`src/rtl/bus_rec_scan_if.sv`:
```
// Handshake/bus bundle between the pending-flag register, bus_rec_scan and the readout stage.
interface bus_rec_scan_if #(
   parameter int N_BUS = 32,
   parameter int SEL_W = 5
);
   logic             scan_en;
   logic [N_BUS-1:0] pend_in;
   logic             grant_valid;
   logic             grant_ack;
   logic [SEL_W-1:0] bus_rec_select;
   logic             rst_bus_sig;
   logic             busy;
   logic             timeout_err;

   modport slave (
      input  scan_en, pend_in, grant_ack,
      output grant_valid, bus_rec_select, rst_bus_sig, busy, timeout_err
   );

   modport master (
      output scan_en, pend_in, grant_ack,
      input  grant_valid, bus_rec_select, rst_bus_sig, busy, timeout_err
   );
endinterface

```
`src/rtl/bus_rec_scan.sv`:
```
// Round-robin scanner over the per-bus "message received" flags; grants one bus at a time
// and pulses rst_bus_sig to clear it. Optional GRANT timeout: BUS_REC_SCAN_TIMEOUT_EN.
module bus_rec_scan #(
   parameter int N_BUS       = 32,
   parameter int SEL_W       = 5,
   parameter int TIMEOUT_CYC = 1023
) (
   input logic          clk,
   input logic          rst,
   bus_rec_scan_if.slave bus
);
   localparam int CW = SEL_W + 1;

   if (TIMEOUT_CYC < 1 || N_BUS > (1 << SEL_W)) begin : g_bad_cfg
      $error("bus_rec_scan: illegal parameter combination");
   end

   typedef enum logic [1:0] {IDLE, GRANT, CLEAR, SETTLE} state_t;

   state_t           state, state_nxt;
   logic [SEL_W-1:0] ptr, ptr_nxt;
   logic [SEL_W-1:0] sel_q, sel_nxt;
   logic             gv_q, gv_nxt;
   logic             rsb_q, rsb_nxt;
   logic             te_q, te_nxt;
   logic [SEL_W-1:0] hit;
   logic             found;
   logic [CW-1:0]    cand;

`ifdef BUS_REC_SCAN_TIMEOUT_EN
   localparam int TW = $clog2(TIMEOUT_CYC + 1);
   logic [TW-1:0] cnt, cnt_nxt;
`endif

   // Walk downward so the lowest offset from ptr is the last (winning) assignment.
   always_comb begin
      hit   = '0;
      found = 1'b0;
      cand  = '0;
      for (int i = N_BUS - 1; i >= 0; i--) begin
         cand = {1'b0, ptr} + CW'(i);
         if (cand >= CW'(N_BUS)) cand = cand - CW'(N_BUS);
         if (bus.pend_in[cand[SEL_W-1:0]]) begin
            hit   = cand[SEL_W-1:0];
            found = 1'b1;
         end
      end
   end

   always_comb begin
      state_nxt = state;
      ptr_nxt   = ptr;
      sel_nxt   = sel_q;
      gv_nxt    = gv_q;
      rsb_nxt   = 1'b0;
      te_nxt    = 1'b0;
`ifdef BUS_REC_SCAN_TIMEOUT_EN
      cnt_nxt   = cnt;
`endif
      case (state)
         IDLE: begin
            if (bus.scan_en && found) begin
               sel_nxt   = hit;
               gv_nxt    = 1'b1;
               state_nxt = GRANT;
`ifdef BUS_REC_SCAN_TIMEOUT_EN
               cnt_nxt   = '0;
`endif
            end
         end
         GRANT: begin
            if (bus.grant_ack) begin
               gv_nxt    = 1'b0;
               rsb_nxt   = 1'b1;
               state_nxt = CLEAR;
            end
`ifdef BUS_REC_SCAN_TIMEOUT_EN
            // Ack on the terminal cycle wins over the forced drop.
            else if (cnt == TW'(TIMEOUT_CYC - 1)) begin
               gv_nxt    = 1'b0;
               rsb_nxt   = 1'b1;
               te_nxt    = 1'b1;
               state_nxt = CLEAR;
            end else begin
               cnt_nxt   = cnt + 1'b1;
            end
`endif
         end
         CLEAR: begin
            ptr_nxt   = (sel_q == SEL_W'(N_BUS - 1)) ? '0 : sel_q + 1'b1;
            state_nxt = SETTLE;
         end
         default: state_nxt = IDLE;
      endcase
   end

   always_ff @(posedge clk) begin
      if (!rst) begin
         state <= IDLE;
         ptr   <= '0;
         sel_q <= '0;
         gv_q  <= 1'b0;
         rsb_q <= 1'b0;
         te_q  <= 1'b0;
`ifdef BUS_REC_SCAN_TIMEOUT_EN
         cnt   <= '0;
`endif
      end else begin
         state <= state_nxt;
         ptr   <= ptr_nxt;
         sel_q <= sel_nxt;
         gv_q  <= gv_nxt;
         rsb_q <= rsb_nxt;
         te_q  <= te_nxt;
`ifdef BUS_REC_SCAN_TIMEOUT_EN
         cnt   <= cnt_nxt;
`endif
      end
   end

   assign bus.grant_valid    = gv_q;
   assign bus.bus_rec_select = sel_q;
   assign bus.rst_bus_sig    = rsb_q;
   assign bus.busy           = (state != IDLE);
   assign bus.timeout_err    = te_q;
endmodule

```
`src/flat_wrapper.sv`:
```
// flat-port wrapper written by rule: the top's interface ports become plain ports
module bus_rec_scan_flat 
#(
   parameter int N_BUS       = 32,
   parameter int SEL_W       = 5,
   parameter int TIMEOUT_CYC = 1023
)
  (clk, rst, bus_scan_en, bus_pend_in, bus_grant_ack, bus_grant_valid, bus_bus_rec_select, bus_rst_bus_sig, bus_busy, bus_timeout_err);
  bus_rec_scan_if #(.N_BUS(N_BUS), .SEL_W(SEL_W)) bus_i ();
  input logic clk;
  input logic rst;
  input wire logic [$bits(bus_i.scan_en)-1:0] bus_scan_en;
  input wire logic [$bits(bus_i.pend_in)-1:0] bus_pend_in;
  input wire logic [$bits(bus_i.grant_ack)-1:0] bus_grant_ack;
  output wire logic [$bits(bus_i.grant_valid)-1:0] bus_grant_valid;
  output wire logic [$bits(bus_i.bus_rec_select)-1:0] bus_bus_rec_select;
  output wire logic [$bits(bus_i.rst_bus_sig)-1:0] bus_rst_bus_sig;
  output wire logic [$bits(bus_i.busy)-1:0] bus_busy;
  output wire logic [$bits(bus_i.timeout_err)-1:0] bus_timeout_err;
  assign bus_i.scan_en = bus_scan_en;
  assign bus_i.pend_in = bus_pend_in;
  assign bus_i.grant_ack = bus_grant_ack;
  assign bus_grant_valid = bus_i.grant_valid;
  assign bus_bus_rec_select = bus_i.bus_rec_select;
  assign bus_rst_bus_sig = bus_i.rst_bus_sig;
  assign bus_busy = bus_i.busy;
  assign bus_timeout_err = bus_i.timeout_err;
  bus_rec_scan #(.N_BUS(N_BUS), .SEL_W(SEL_W), .TIMEOUT_CYC(TIMEOUT_CYC)) u_core (.clk(clk), .rst(rst), .bus(bus_i));
endmodule
```
`config.mk`:
```
export PLATFORM = sky130hd
export DESIGN_NAME = bus_rec_scan_flat
export DESIGN_NICKNAME = d
export VERILOG_FILES = /design/src/rtl/bus_rec_scan_if.sv /design/src/rtl/bus_rec_scan.sv /design/src/flat_wrapper.sv
export SDC_FILE = /design/constraint.sdc
export NUM_CORES = 1
export LEC_CHECK = 0
export CORE_MARGIN = 2
export CORE_UTILIZATION = 31
export DETAILED_ROUTE_END_ITERATION = 6
export HOLD_SLACK_MARGIN = 0.15
export SLEW_MARGIN = 30
export SYNTH_ARGS = -nofsm -noshare
export SYNTH_HDL_FRONTEND = slang
export SYNTH_SLANG_ARGS = --single-unit
```
`constraint.sdc`:
```
create_clock -name clk -period 12.2 [get_ports clk]
set_input_delay 1.22 -clock clk [delete_from_list [all_inputs] [get_ports clk]]
set_output_delay 1.22 -clock clk [all_outputs]
set_load 0.01 [all_outputs]
```
# --- Yosys cells after proc, flatten, opt, wreduce, memory -nomap -nowiden ---
# Cells that the tools add are included.
word_totals:
  regBits: 14
  out_inout_bits: 9
  elab_cells: 314
classes:
  add_sub_neg: 64
  order_cmp: 64
  eq_ne: 5
  mux: 168
  reduce_logical: 8
ops:
  columns: ["operator", "count"]
  rows:
  - ["$mux 5", 65]
  - ["$lt 5x6->1 const B", 32]
  - ["$ge 6x6->1 const B", 31]
  - ["$bmux 1 s5", 32]
  - ["$sub 5x1->5 const B", 32]
  - ["$add 5x5->6 const B", 16]
  - ["$mux 1", 67]
  - ["$add 5x4->6 const B", 8]
  - ["$add 5x3->6 const B", 4]
  - ["$add 5x2->6 const B", 2]
  - ["$add 5x1->6 const B", 1]
  - ["$ge 5x6->1 const B", 1]
  - ["$pmux 2 s3", 1]
  - ["$reduce_and 2->1", 3]
  - ["$add 5x1->5 const B", 1]
  - ["$eq 5x5->1 const B", 1]
  - ["$mux 2", 2]
  - ["$reduce_bool 2->1", 2]
  - ["$reduce_and 3->1", 1]
  - ["$eq 2x1->1 const B", 1]
  - ["$eq 2x2->1 const B", 1]
  - ["$logic_not 2->1", 1]
  - ["$ne 2x1->1 const B", 1]
  - ["$ne 2x2->1 const B", 1]
  - ["2 further kinds", 2]

# --- Logic depth before layout (Yosys ltp) ---
# Gate-level depths: netlist (run 1).
logic_depth:
  depth_word: 40
  mapped_depth: 19
  mapped_depth_nobuf: 13

# --- Least setup slack after synthesis (run 1) ---
# Ideal clock, no wire load.
synth_path:
  path_kind: "register -> register"
  from: "register u_core.ptr[1]"
  to: "register u_core.sel_q[1] (netlist: u_core.bus.bus_rec_select[1])"
  setup_time_ns: 0.117
  arrival_ns: 4.774
  setup_slack_ns: 7.309
  stages_incl_launch_ff: 18
  synth_period_minus_slack_ns: 4.891
  cell_sequence: "dfxtp_1 -> buf_2 -> buf_2 -> inv_1 -> clkbuf_1 -> clkbuf_1 -> ha_1 -> buf_2 -> buf_1 -> mux4_2 -> mux4_2 -> mux2i_2 -> and3_1 -> nand4b_1 -> or2_1 -> o21a_4 -> and4_4 -> a22o_1"
synth_via:
  elab_chain_len: 39
  word_cells_on_any_way: 257
  classes_between: "add/sub (63); order compare (32); mux (160); reduce/logical (2)"
synth_lines:
  columns: ["item", "line", "source"]
  rows:
  - ["start: declaration", "bus_rec_scan.sv:21", "logic [SEL_W-1:0] ptr, ptr_nxt;"]
  - ["start signal: assignment", "bus_rec_scan.sv:110", "ptr <= ptr_nxt;"]
  - ["$add 5x5->6", "bus_rec_scan.sv:41", "cand = {1'b0, ptr} + CW'(i);"]
  - ["$sub 5x1->5 / $ge 6x6->1 (equally long branches)", "bus_rec_scan.sv:42", "if (cand >= CW'(N_BUS)) cand = cand - CW'(N_BUS);"]
  - ["$mux 5", "bus_rec_scan.sv:42", null]
  - ["$bmux 1 s5", "bus_rec_scan.sv:43", "if (bus.pend_in[cand[SEL_W-1:0]]) begin"]
  - ["$mux 1 (not written as such)", "bus_rec_scan.sv:43", null]
  - ["$mux 1 (32 in a row)", "bus_rec_scan.sv:43", null]
  - ["$logic_and 1x1->1", "bus_rec_scan.sv:62", "if (bus.scan_en && found) begin"]
  - ["$reduce_and 2->1 (no source line)", null, null]
  - ["end signal: assignment", "bus_rec_scan.sv:111", "sel_q <= sel_nxt;"]
  - ["end: declaration", "bus_rec_scan.sv:22", "logic [SEL_W-1:0] sel_q, sel_nxt;"]
# Parallel ways exist; a longest one is shown, timed or not. The select of a mux whose other input is x is not followed.
# A chain may end at the register's enable or synchronous reset.

# --- Worst setup path in the final report (run 1) ---
layout_path:
  from: "register u_core.ptr[2]"
  to: "register u_core.sel_q[1] (netlist: u_core.bus.bus_rec_select[1])"
# Same word-level chain as after synthesis.

==> results of run 1 <==
per-stage QoR:
step / hold WS [ns] / cell area, µm² / setup slack, ns / std cells / total power, mW
floorplan: 0.461 / 7060 / 7.31 / 837 / 1.01
global placement: 0.477 / 7670 / 6.76 / 1119 / 1.36
detailed placement: 0.482 / 7690 / 6.71 / 1119 / 1.35
CTS: 0.498 / 7780 / 6.69 / 1123 / 1.43
global route: 0.537 / 7790 / 6.22 / 1123 / 1.56
finish: 0.490 / 7790 / 6.63 / 1123 / 1.48
state kept, by name, summed over array words and instances, names as in the netlist:
| register | count |
|---|---|
| u_core.ptr | 5 |
| u_core.state | 2 |
| u_core.bus.rst_bus_sig | 1 |
| u_core.bus.grant_valid | 1 |
| u_core.bus.bus_rec_select | 5 |
kinds of logic after synthesis:
group / Yosys count
AO/OA/AOI/OAI: 220
XOR/XNOR: 33
adder cells (fa/ha/maj): 19
buffers and inverters: 89
flip-flops: 14
multiplexers: 170
other: 1
AND/OR/NAND/NOR: 291
tightest hold or removal path, delay by kind of cell (launching register included):
kind               cells  cell delay [ns]
and+or+nand+nor        1             0.07
DFF                    1             0.33
AOI/OAI and AO/OA      1             0.05
area by class of cell:
| cell class | count | area (µm²) |
|---|---|---|
| well taps | 285 | 357 |
| fillers | 2309 | 14700 |
| clock buffers | 4 | 88.8 |
| inverters | 31 | 116 |
| multi-input cells | 734 | 6420 |
| repair buffers | 55 | 524 |
| flip-flops and latches | 14 | 288 |
placed cells by master, fill, tap and decap left out, types with 13 or more instances in the layout:
cell and count:
nand2_1 107, o21ai_0 33, o211ai_1 13, inv_1 29, mux2_2 25, mux2i_1 48
a21oi_1 35, nand2b_1 16, clkdlybuf4s50_1 43, xnor2_1 22, and2_1 13, nand3_1 27
o22ai_1 19, nor2_1 60, mux4_2 88, ha_1 19, nor2b_1 14, nor3_1 13
worst max path at each step:
| stage | end | slack (ns) | cells past startpoint |
|---|---|---|---|
| finish | u_core.bus.bus_rec_select[1] | 6.63 | 12 |
| global route | u_core.bus.bus_rec_select[0] | 6.22 | 11 |
| CTS | u_core.bus.bus_rec_select[1] | 6.69 | 12 |
| detailed placement | u_core.bus.bus_rec_select[1] | 6.71 | 12 |
| global placement | u_core.bus.bus_rec_select[0] | 6.76 | 11 |
| floorplan | u_core.bus.bus_rec_select[1] | 7.31 | 17 |
power breakdown:
part / switching (mW) / internal [mW] / leakage, nW
logic: 0.814 / 0.523 / 2.53
registers: 0.0135 / 0.0572 / 0.116
clock network: 0.0192 / 0.0497 / 0.0442
total: 0.847 / 0.630 / 2.69
metal layers:
metal | part of all wire | wire, µm | vias to the layer above | global-route usage
li1 | - | - | 3287 | -
met1 | 0.40 | 11100 | 3652 | 0.307
met2 | 0.45 | 12600 | 497 | 0.366
met3 | 0.095 | 2660 | 93 | 0.0284
met4 | 0.057 | 1610 | 0 | 0.101
met5 | 0 | 0 | - | 0
==> metrics.txt, run 1 <==
status=finished clean; DRT iter0 DRCs=around 1,100; Post-Synthesis Cell Area=7060 µm²; PortBufs=43; r2r endpoint=u_core.bus.bus_rec_select[1]; slew margin rel.=0.288; XOR/XNOR Fraction of Synth Area=0.0463; FF+latch count, synth=14; first-pass GRT wire length=between 40 and 50 mm; # setup viols final=0; grt total ovfl=0; CP Buf/Inv Count=1; minimum clock period=5.57 ns; Post-Synth Adder-Cell Area=0.0337; final hold viol count=0; worst r2r path cells=12; antenna violations before repair=0; R2R Setup Slk=6.63 ns; H-tree depth=1; clk sinks=14; vias in the first global route=6,940; VDD IR max=0.0000856 V; setup repair bufs after CTS=0; worst-path cell chain=inv_1 > ha_1 > mux4_2 > mux4_2 > nand2_1 > o21ai_0 > nor3_1 > nand4b_1 > or2_1 > o21a_4 > and4_4 > a22o_1; nature of the critical path startpoint=flip-flop; GP Congestion=1.09; # diodes=0; GRT Util Overall=0.227; WS Path Type=reg2reg; top cells by count, synth=nand2_1, mux4_2, nor2_1; setup TNS=0 ns; final WL=~28 mm; Worst Path Required=12.33 ns; Worst Hold End=u_core.state[1]; Ports=45; Reg-to-Reg Start=u_core.ptr[2]; Setup crit start=u_core.ptr[2]; share of the yosys chip area belonging to registers=0.0397; Initial Utilization=0.314; Detailed Routing Iterations Pass 1=6; Fin Clk Skew=0.00171 ns; maximum fanout along the worst path=43; num rows=55; Leakage Power=approximately 2.7 nW; largest family of logic cells by synthesized area=multiplexers; mux cell area share after synthesis=0.408; simple-gate share of the synthesized area=0.197; Max Clk Rate=180 MHz; RSZ-0062 raised after global routing=no; Max-Cap Viols=0; hold_buf cts=0; Vias=7,529; ys async rst share=0; layout overhead on the synthesized area=10.4%; # resized after CTS=0; ratio of cells with drive above 1 in the final layout=0.191; Finished Core Util=0.346; die width=about 150 µm; clock-pin slew on the worst setup and hold paths=around 0.05 ns; EDFF count, synth=0; Antenna Nets Post-Route=0; min-delay src=u_core.state[1]; full die area=approximately 24,000 µm²; Syn Area/Cell=8.43 µm²; Post-Synthesis Cells=837; worst slew pin tran=1.07 ns; worst skew pair latency=0.24 ns; crit path DAT=5.70 ns; CTS buffer count=3; CTS max path bufs=2; pin count of the biggest net entering global routing=75; worst hold path class=reg2reg; Final nets=894; CP dominant cell by count=mux4_2; TritonCTS clock tree=yes; synthesized net count=892; height of the die=155 µm; Placeable Area=22,500 µm²; clk root buf=clkbuf_16; Slowest-stage cell, CP=ha_1; most frequent cell after synthesis=nand2_1; Yosys top cell area share=0.281; Hold Path Depth=2; Critical Path Sink Type=flip-flop; Cell variety after synth=88; delay-heaviest family, CP=multiplexers; Synth area leader=mux4_2; ys flop type=dfxtp_1; hpwl dp=21.6 mm; Vias per Instance=about 6.7; Residual DRC=0; Slew Limit Fails=0; Routed WL per cell=between 20 and 25 µm; Pwr Density=between 150 and 200 nW/µm²; fin crit share=0.457; synth top area cells=mux4_2, mux2i_1, nand2_1; Synth Warn #=0; Largest stage delay, worst path=approximately 1.1 ns; Synth Area in Compound Gates=0.219
Note: power is estimated with default switching activity, not from simulation.
==> inputs of run 2 (changes only) <==
Clock period 12.2 ns to 4.95 ns, I/O delays scaled along.
==> run 2 against run 1 <==
Critical path depth did not move. Final cell count rose by 3.7%. Sequential share of layout area fell by 0.14 points. Clock power rose to 2.5 times the previous value. Total power rose to 2.6 times the previous value. Fmax is 20% higher. Largest power group unchanged. Die area unchanged. Utilization increased by 1.3 points. Largest cell class unchanged. First-iteration DRC count is 13% lower. Global-route usage is 2.7 points higher. Sequential power rose to 2.7 times the previous value. Clock skew about the same.
==> metrics.txt, run 2 (synthesis results as in run 1) <==
Vias=7,645; worst skew pair latency=0.25 ns; clk sinks=14; Worst Path Required=5.07 ns; Pwr Density=roughly 480 nW/µm²; CTS max path bufs=2; Fin Clk Skew=approximately 0.0017 ns; R2R Setup Slk=0.31 ns; Antenna Nets Post-Route=0; Critical Path Sink Type=flip-flop; Detailed Routing Iterations Pass 1=5; VDD IR max=0.000158 V; most common cell after layout, fill and taps aside=nand2_1; nature of the critical path startpoint=flip-flop; Final nets=936; # diodes=0; ratio of cells with drive above 1 in the final layout=0.230; Max-Cap Viols=0; worst slew pin tran=0.945 ns; vias in the first global route=7,201; CTS buffer count=3; Finished Core Util=0.360; GRT Util Overall=0.255; hpwl dp=approximately 25 mm; worst r2r path cells=12; num rows=55; Ports=between 40 and 50; fin crit share=0.938; Placeable Area=between 20,000 and 25,000 µm²; most frequent cells in the layout=nand2_1, mux4_2, nor2_1; clock-pin slew on the worst setup and hold paths=~0.050 ns; slew margin rel.=0.366; setup TNS=0 ns; full die area=between 20,000 and 25,000 µm²; clk root buf=clkbuf_16; Hold Path Depth=2; minimum clock period=4.64 ns; H-tree depth=1; antenna violations before repair=0; # setup viols final=0; TritonCTS clock tree=yes; first-pass GRT wire length=46.4 mm; RSZ-0062 raised after global routing=no; final hold viol count=0; Reg-to-Reg Start=u_core.ptr[2]; Leakage Power=2.90 nW; DRT iter0 DRCs=928; die width=155 µm; Slew Limit Fails=0; worst hold path class=reg2reg; GP Congestion=1.01; pin count of the biggest net entering global routing=between 60 and 70; maximum fanout along the worst path=28; WS Path Type=reg2reg; Initial Utilization=0.314; Worst Hold End=u_core.state[1]; min-delay src=u_core.state[1]; Residual DRC=0; Routed WL per cell=~27 µm; final WL=around 31 mm; Vias per Instance=6.56; grt total ovfl=0; r2r endpoint=u_core.bus.bus_rec_select[0]; crit path DAT=4.76 ns; Max Clk Rate=215 MHz; layout overhead on the synthesized area=14.7%; status=finished clean; PortBufs=43; height of the die=approximately 150 µm
## run 2: changes by cell type in the layout (fill, tap and decap cells not counted)
cell,change
buf_4,+42
buf_12,+1
buf_6,-1
xnor2_2,+1
xnor2_4,-1
xor2_2,+1
xor2_4,-1
## run 2: critical path, stage by stage (launching register included)
cell and delay (ns):
dfxtp_2 0.32, buf_4 0.34, ha_1 0.45, nand2_1 0.20
xnor2_2 0.58, mux4_2 0.69, mux2i_2 0.46, nand4_1 0.16
nor3_1 0.24, o21ai_1 0.10, mux2_2 0.28, a2111oi_0 0.56
o21ai_1 0.13
## run 2: layout make-up
type	count	area (µm²)
clock buffers	4	88.8
fillers	2309	14400
inverters	31	116
multi-input cells	734	6400
flip-flops and latches	14	288
well taps	285	357
repair buffers	97	848
## run 2: worst max-delay path by stage
stage | start | to | slack (ns) | cells past startpoint
finish | u_core.ptr[2] | u_core.bus.bus_rec_select[0] | 0.31 | 12
global route | u_core.ptr[2] | u_core.bus.bus_rec_select[0] | 0.05 | 12
CTS | u_core.ptr[3] | u_core.bus.bus_rec_select[0] | 0.31 | 14
detailed placement | u_core.ptr[3] | u_core.bus.bus_rec_select[0] | 0.36 | 14
global placement | u_core.ptr[3] | u_core.bus.bus_rec_select[0] | 0.27 | 14
floorplan | u_core.ptr[1] | u_core.bus.bus_rec_select[1] | 0.06 | 17
## run 2: what timing repair did
| action | 4_1_cts | 5_1_grt |
|---|---|---|
| endpoints found under the setup margin | 0 | 1 |
| gates resized for setup | 0 | 1 |
| setup buffers | 0 | 0 |
| hold buffers | 0 | 0 |
## run 2: through the flow
| step | hold WS, ns | area [µm²] | total power, mW | instances | worst slack [ns] |
|---|---|---|---|---|---|
| 2_1_floorplan | 0.461 | 7060 | 2.48 | 837 | 0.0594 |
| 3_3_place_gp | 0.489 | 8000 | 3.63 | 1161 | 0.265 |
| 3_5_place_dp | 0.489 | 8000 | 3.59 | 1161 | 0.360 |
| 4_1_cts | 0.496 | 8090 | 3.77 | 1165 | 0.313 |
| 5_1_grt | 0.536 | 8090 | 4.10 | 1165 | 0.0537 |
| 6_report | 0.499 | 8090 | 3.88 | 1165 | 0.307 |
## run 2: power breakdown
group          internal (mW)  leakage [nW]  total (mW)  switching [mW]
Combinational           1.41          2.73        3.52            2.11
Clock                  0.123        0.0442       0.173          0.0505
Sequential             0.141         0.116       0.188          0.0462
## run 2: metal layers
metal / up-vias / wire (µm) / GRT usage
li1: 3361 / - / -
met1: 3720 / 12800 / 0.345
met2: 483 / 14100 / 0.414
met3: 81 / 2630 / 0.0365
met4: 0 / 1420 / 0.0939
met5: - / 0 / 0
==> inputs of run 3 (changes only) <==
Settings changed: SETUP_SLACK_MARGIN from default to 0.02.
==> results of run 3 <==
The final DEF is identical to that of run 2; final timing and power are the same.
